$ cat src/rtl/yutorina_rst_seq_pkg.sv
// Shared encodings for the reset sequencer: polarity levels, FSM states and reset-cause codes.
package yutorina_rst_seq_pkg;

    localparam logic ENABLE       = 1'b1;
    localparam logic DISABLE      = 1'b0;
    localparam logic RESET_ENABLE = 1'b1;

    localparam logic [2:0] ST_HOLD      = 3'd0;
    localparam logic [2:0] ST_WAIT_LOCK = 3'd1;
    localparam logic [2:0] ST_STRETCH   = 3'd2;
    localparam logic [2:0] ST_RELEASE   = 3'd3;
    localparam logic [2:0] ST_RUN       = 3'd4;

    localparam logic [1:0] CAUSE_POR  = 2'b00;
    localparam logic [1:0] CAUSE_SW   = 2'b01;
    localparam logic [1:0] CAUSE_LOCK = 2'b10;

endpackage

$ cat src/rtl/yutorina_sync_db.sv
// Multi-flop synchroniser with an optional debounce filter (DEBOUNCE_CYC=0 bypasses the filter).
module yutorina_sync_db #(
    parameter int unsigned SYNC_STAGES  = 2,
    parameter int unsigned DEBOUNCE_CYC = 0,
    parameter int unsigned CNT_W        = 16,
    parameter logic        RST_VAL      = 1'b0
) (
    input  logic clk,
    input  logic rst_,
    input  logic async_i,
    output logic sync_o
);

    logic [SYNC_STAGES-1:0] sync_q;
    logic                   sync_s;

    always_ff @(posedge clk or negedge rst_) begin
        if (!rst_) begin
            sync_q <= {SYNC_STAGES{RST_VAL}};
        end else begin
            sync_q <= {sync_q[SYNC_STAGES-2:0], async_i};
        end
    end

    assign sync_s = sync_q[SYNC_STAGES-1];

    generate
        if (DEBOUNCE_CYC == 0) begin : g_nodb
            assign sync_o = sync_s;
        end else begin : g_db
            logic [CNT_W-1:0] cnt_q, cnt_d;
            logic             db_q, db_d;

            // Accept a new level only after DEBOUNCE_CYC consecutive differing samples.
            always_comb begin
                cnt_d = '0;
                db_d  = db_q;
                if (sync_s != db_q) begin
                    if (cnt_q == CNT_W'(DEBOUNCE_CYC - 1)) begin
                        db_d = sync_s;
                    end else if (cnt_q != {CNT_W{1'b1}}) begin
                        cnt_d = cnt_q + CNT_W'(1);
                    end else begin
                        cnt_d = cnt_q;
                    end
                end
            end

            always_ff @(posedge clk or negedge rst_) begin
                if (!rst_) begin
                    cnt_q <= '0;
                    db_q  <= RST_VAL;
                end else begin
                    cnt_q <= cnt_d;
                    db_q  <= db_d;
                end
            end

            assign sync_o = db_q;
        end
    endgenerate

endmodule

$ cat src/rtl/yutorina_rst_seq.sv
// Reset sequencer: waits for a debounced switch release and a stretched lock, then releases
// NUM_DOM domain resets in order, STAGGER_CYC apart; any abort re-asserts every domain at once.
module yutorina_rst_seq
    import yutorina_rst_seq_pkg::*;
#(
    parameter int unsigned NUM_DOM      = 4,
    parameter int unsigned SYNC_STAGES  = 2,
    parameter int unsigned DEBOUNCE_CYC = 1024,
    parameter int unsigned STRETCH_CYC  = 256,
    parameter int unsigned STAGGER_CYC  = 16,
    parameter int unsigned CNT_W        = 16
) (
    input  logic               clk,
    input  logic               rst_,
    input  logic               rst_sw,
    input  logic               locked,
    output logic [NUM_DOM-1:0] dom_rst,
    output logic               seq_done,
    output logic [1:0]         rst_cause
);

    localparam int unsigned IDX_W = (NUM_DOM > 1) ? $clog2(NUM_DOM) : 1;

    logic               sw_db, lk_s;
    logic               sw_req_c, abort_c, release_c;
    logic [2:0]         state_q, state_d;
    logic [CNT_W-1:0]   cnt_q, cnt_d;
    logic [IDX_W-1:0]   idx_q, idx_d;
    logic [NUM_DOM-1:0] dom_rst_q, dom_rst_d;
    logic               seq_done_q, seq_done_d;
    logic [1:0]         rst_cause_q, rst_cause_d;

    function automatic logic [CNT_W-1:0] sat_inc(input logic [CNT_W-1:0] v);
        return (v == {CNT_W{1'b1}}) ? v : v + CNT_W'(1);
    endfunction

    yutorina_sync_db #(
        .SYNC_STAGES (SYNC_STAGES),
        .DEBOUNCE_CYC(DEBOUNCE_CYC),
        .CNT_W       (CNT_W),
        .RST_VAL     (RESET_ENABLE)
    ) u_sw_sync (
        .clk    (clk),
        .rst_   (rst_),
        .async_i(rst_sw),
        .sync_o (sw_db)
    );

    yutorina_sync_db #(
        .SYNC_STAGES (SYNC_STAGES),
        .DEBOUNCE_CYC(0),
        .CNT_W       (CNT_W),
        .RST_VAL     (1'b0)
    ) u_lk_sync (
        .clk    (clk),
        .rst_   (rst_),
        .async_i(locked),
        .sync_o (lk_s)
    );

    assign sw_req_c = (sw_db == RESET_ENABLE);
    assign abort_c  = (state_q != ST_HOLD) &&
                      (sw_req_c || (!lk_s && (state_q == ST_RELEASE || state_q == ST_RUN)));

    always_comb begin
        state_d     = state_q;
        cnt_d       = cnt_q;
        idx_d       = idx_q;
        dom_rst_d   = dom_rst_q;
        seq_done_d  = seq_done_q;
        rst_cause_d = rst_cause_q;
        release_c   = 1'b0;

        case (state_q)
            ST_HOLD: begin
                cnt_d      = '0;
                idx_d      = '0;
                dom_rst_d  = {NUM_DOM{ENABLE}};
                seq_done_d = DISABLE;
                if (!sw_req_c) begin
                    state_d = ST_WAIT_LOCK;
                end
            end
            ST_WAIT_LOCK: begin
                cnt_d = '0;
                if (lk_s) begin
                    state_d = ST_STRETCH;
                end
            end
            ST_STRETCH: begin
                if (!lk_s) begin
                    state_d = ST_WAIT_LOCK;
                    cnt_d   = '0;
                end else if (cnt_q == CNT_W'(STRETCH_CYC - 1)) begin
                    // Domain 0 is released on the same edge that leaves STRETCH.
                    cnt_d     = '0;
                    idx_d     = '0;
                    release_c = 1'b1;
                    if (NUM_DOM == 1) begin
                        state_d    = ST_RUN;
                        seq_done_d = ENABLE;
                    end else begin
                        state_d = ST_RELEASE;
                    end
                end else begin
                    cnt_d = sat_inc(cnt_q);
                end
            end
            ST_RELEASE: begin
                if (cnt_q == CNT_W'(STAGGER_CYC - 1)) begin
                    cnt_d     = '0;
                    idx_d     = IDX_W'(idx_q + IDX_W'(1));
                    release_c = 1'b1;
                    if (idx_d == IDX_W'(NUM_DOM - 1)) begin
                        state_d    = ST_RUN;
                        seq_done_d = ENABLE;
                    end
                end else begin
                    cnt_d = sat_inc(cnt_q);
                end
            end
            ST_RUN: begin
                cnt_d      = '0;
                dom_rst_d  = {NUM_DOM{DISABLE}};
                seq_done_d = ENABLE;
            end
            default: begin
                state_d = ST_HOLD;
            end
        endcase

        // Switch request outranks lock loss when both are seen in the same cycle.
        if (abort_c) begin
            state_d     = ST_HOLD;
            cnt_d       = '0;
            idx_d       = '0;
            dom_rst_d   = {NUM_DOM{ENABLE}};
            seq_done_d  = DISABLE;
            rst_cause_d = sw_req_c ? CAUSE_SW : CAUSE_LOCK;
            release_c   = 1'b0;
        end

        if (release_c) begin
            for (int unsigned i = 0; i < NUM_DOM; i++) begin
                dom_rst_d[i] = (IDX_W'(i) <= idx_d) ? DISABLE : ENABLE;
            end
        end
    end

    always_ff @(posedge clk or negedge rst_) begin
        if (!rst_) begin
            state_q     <= ST_HOLD;
            cnt_q       <= '0;
            idx_q       <= '0;
            dom_rst_q   <= {NUM_DOM{ENABLE}};
            seq_done_q  <= DISABLE;
            rst_cause_q <= CAUSE_POR;
        end else begin
            state_q     <= state_d;
            cnt_q       <= cnt_d;
            idx_q       <= idx_d;
            dom_rst_q   <= dom_rst_d;
            seq_done_q  <= seq_done_d;
            rst_cause_q <= rst_cause_d;
        end
    end

    assign dom_rst   = dom_rst_q;
    assign seq_done  = seq_done_q;
    assign rst_cause = rst_cause_q;

endmodule
$ cat config.mk
export PLATFORM = sky130hd
export DESIGN_NAME = yutorina_rst_seq
export DESIGN_NICKNAME = d
export VERILOG_FILES = /design/src/rtl/yutorina_rst_seq_pkg.sv /design/src/rtl/yutorina_sync_db.sv /design/src/rtl/yutorina_rst_seq.sv
export SDC_FILE = /design/constraint.sdc
export NUM_CORES = 1
export LEC_CHECK = 0
export CAP_MARGIN = 30
export CORE_MARGIN = 2
export CORE_UTILIZATION = 55
export CTS_BUF_LIST = sky130_fd_sc_hd__clkbuf_8
export DETAILED_ROUTE_END_ITERATION = 7
export PLACE_DENSITY = 0.78
export SLEW_MARGIN = 20
export SYNTH_ARGS = -nofsm -noshare
export SYNTH_HDL_FRONTEND = slang
export SYNTH_SLANG_ARGS = --single-unit
$ cat constraint.sdc
create_clock -name clk -period 2.5 [get_ports clk]
set_input_delay 0.5 -clock clk [delete_from_list [all_inputs] [get_ports clk]]
set_output_delay 0.5 -clock clk [all_outputs]
set_load 0.05 [all_outputs]
==> impl_metrics.yaml <==
pwr:
  leakagePower_nw: 1.217
  vdd.ir_drop.worst_mv: 0.3837
  power.density_mw_per_mm2: 740.6
  overall_power_consumption_mw: 2.201
setup_path:
  slowest_delay_ps: 420
  setup.worst_path.end: "cnt_q[15]$_DFFE_PN0P_"
  critPathKind: "reg -> reg"
  cp-startpoint: "cnt_q[0]$_DFFE_PN0P_"
  critPathArrivalTime_ps: 2450
  cp_data_required_time_ps: 2690
  worstReg2RegStart: "cnt_q[0]$_DFFE_PN0P_"
  cpLargestDelayFamily: "compound AO/OA/AOI/OAI gates"
  r2r_end: "cnt_q[15]$_DFFE_PN0P_"
  critical_path.n_buffers_inverters: 0
  startpoint_type: "flip-flop"
  r2r_setup_slack_ps: 240
  timing.critical_path.slowest_stage_cell: "dfrtp_1"
  list_of_cells_traversed_by_the_critical_path: "ha_1, and3_1, and4_1, o32a_1, o21a_2, a2111oi_2"
  critical_path_fanouts_max: 13
  critical_path.endpoint_type: "flip-flop"
  reg2reg_depth: 6
  worst-path-stages: 6
floorplan:
  start_util_pct: 57.16
  die_height_um: 74.29
  floorplan.io_pins: 11
  fp.dieArea_sq_mm: 0.005519
  die_x_um: 74.29
  rows: 25
  core-area_sq_mm: 0.004755
drt:
  finalWirelength_mm: 5.254
  drc: 0
  met2RoutedLength_mm: 2.369
  wl_met3_um: 266
  drt-pass1-iter-count: 4
  drt_iter0_markers: 210
  detail_route.wirelength.met1_mm: 2.565
  vias: 2171
  topRoutingLayerUsed: "met4"
  drt.antenna.violating_nets: 0
  post_drt_via_cell_ratio: 6.014
  wl_per_cell_um: 14.55
layout:
  postLayoutCoreUtil_pct: 62.50
  mostFrequentLayoutCells: "nor2_1 (42), dfrtp_1 (42), nand2_1 (16)"
  final_design_area_no_fill_sq_mm: 0.002972
  antenna_cells: 0
  finish.net_count: 300
  area_growth_pct: 9.346
  post_route_cells_drive_above_1_share_pct: 10.88
  final_cell_count_no_fill: 361
grt:
  grt_util_all_layers_pct: 21.28
  grt_antenna_before_repair: 0
  grt_max_degree: 50
  number_of_global_route_vias_before_repair: 1992
  globalRouteOverflowTotal: 0
  grt_first_pass_wirelength_mm: 9.066
clock_network:
  cts_buffer_depth: 2
  cts_setup_buffers: 0
  path_clk_slew_ps: 80
  cts_repair_resize_count: 0
  clock-sinks: 49
  cts-buffers-inserted: 5
  insertion_delay_ps: 300
  cts_tree: "built"
  htree_levels: 2
  cts_hold_buf: 0
  clk_root_buffer_cell: "clkbuf_8"
synth:
  synth-compound-area-share_pct: 14.73
  synth.largest_area_cell: "dfrtp_1"
  synth_area_leaders: "dfrtp_1 (39%), dfstp_2 (6.8%), nor2_1 (5.8%), xnor2_1 (4.5%), xor2_1 (3.9%)"
  seq_area_frac_synth_pct: 45.44
  synthesis.instances: 283
  synth_fa_ha_area_share_pct: 1.381
  synthesis.area_per_instance_sq_um: 9.603
  synth.lib_cells_used.distinct: 52
  synth.cell_area_sq_mm: 0.002718
  ys.flop_type: "dfrtp_1"
  synth_mux_area_share_pct: 1.197
  main_combinational_cell_family_by_area_after_synthesis: "simple AND/OR/NAND/NOR gates"
  syn-num-nets: 290
  synth_top_cell_area_share_pct: 38.67
  yosys.area_share.xor_xnor_pct: 8.379
  synth.yosys.warnings: 0
  synth_edf_count: 0
  async_flop_share_pct: 100.0
  synth_area_in_simple_gates_pct: 25.32
  ys_ff_latch: 49
hold_path:
  hold_path_class: "in -> async"
sta:
  max_freq_ghz: 0.4434
  final-setup-viol-count: 0
  skew_ps: 6.478
  final.min_clock_period_ps: 2256
  postLayoutSetupSlackWorst_ps: 244.5
  max_slew.worst_pin.slew_ps: 504.8
  unrepaired_setup_endpoints_after_global_routing: "false"
  timing.final.hold_violations: 0
  timing.hold.ws_ps: 158.3
  slew_headroom_pct: 66.27
  final.period_utilization_pct: 90.22
  tns_ps: 0
  final_max_slew_viols: 0
flow_run:
  cap_violations: 0
placement:
  buffer_ports.inserted: 10
  dp.final_hpwl_mm: 3.631
  dpl.cell_count: 353
  gp_congestion: 0.8458
  placement.setup.worst_slack_ps: 258.2
  placedInstanceArea_sq_mm: 0.002892
status:
  run_status: "completed"
worst reg2reg max path, delay by kind of cell, from the launching register on:
kind                     cells  cell delay [ps]
AO/OA/AOI/OAI                3             1040
adder cells (fa/ha/maj)      1              230
AND/OR/NAND/NOR              2              450
flip-flops                   1              420
sequential cells by signal (all words and copies together) (netlist names):
register,count
u_sw_sync.sync_q,2
rst_cause,2
u_sw_sync.g_db.cnt_q,16
idx_q,2
dom_rst,4
state_q,3
u_sw_sync.sync_o,1
seq_done,1
cnt_q,16
u_lk_sync.sync_q,2
how the worst min path moves through the flow:
stage | startpoint | endpoint | slack [ps] | cells past startpoint
floorplan | rst_ | cnt_q[0]$_DFFE_PN0P_ | 200 | 0
global placement | u_sw_sync.sync_q[0]$_DFF_PN1_ | u_sw_sync.sync_q[1]$_DFF_PN1_ | 350 | 0
detailed placement | u_lk_sync.sync_q[0]$_DFF_PN0_ | u_lk_sync.sync_q[1]$_DFF_PN0_ | 340 | 0
CTS | rst_ | state_q[1]$_DFFE_PN0P_ | 180 | 2
global route | rst_ | u_sw_sync.g_db.cnt_q[13]$_DFFE_PN0P_ | 180 | 2
finish | rst_ | u_sw_sync.g_db.cnt_q[13]$_DFFE_PN0P_ | 160 | 2
area by class of cell:
cell class / count / area [sq um]
tap: 67 / 83.83
timing repair buffer: 16 / 152.6
clock buffer: 5 / 68.82
multi-input combinational: 212 / 1386
inverter: 9 / 33.78
clock inverter: 3 / 11.26
sequential: 49 / 1235
fill: 408 / 1783
synth_stat cells (4+ instances only):
library cell  instances
dfrtp_1              42
nor2_1               42
nand2_1              16
a21oi_1              15
xnor2_1              14
nand3_1              13
nor3_1               12
xor2_1               12
o21ai_0              10
buf_2                 8
inv_1                 8
nand4_1               8
dfstp_2               7
o2111ai_1             7
and3_1                6
nor4_1                5
clkbuf_1              4
nor4b_1               4
routing by layer:
layer,GRT usage [%],up-vias
met3,6.098,4
li1,-,1059
met4,4.960,0
met2,32.74,60
met5,0,-
met1,30.10,1048
power breakdown:
group / total [mW] / switching (mW) / internal, mW
Combinational: 0.786 / 0.480 / 0.306
Clock: 0.434 / 0.247 / 0.187
Sequential: 0.981 / 0.0934 / 0.888
logic make-up (layout without fill, tap and decap cells):
family	count (synthesis)	in the layout
buffers and inverters	22	33
multiplexers	3	3
AO/OA/AOI/OAI	56	56
XOR/XNOR	26	26
adder cells (fa/ha/maj)	3	3
flip-flops	49	49
AND/OR/NAND/NOR	124	124
No activity file was read; power rests on OpenSTA's default activity.
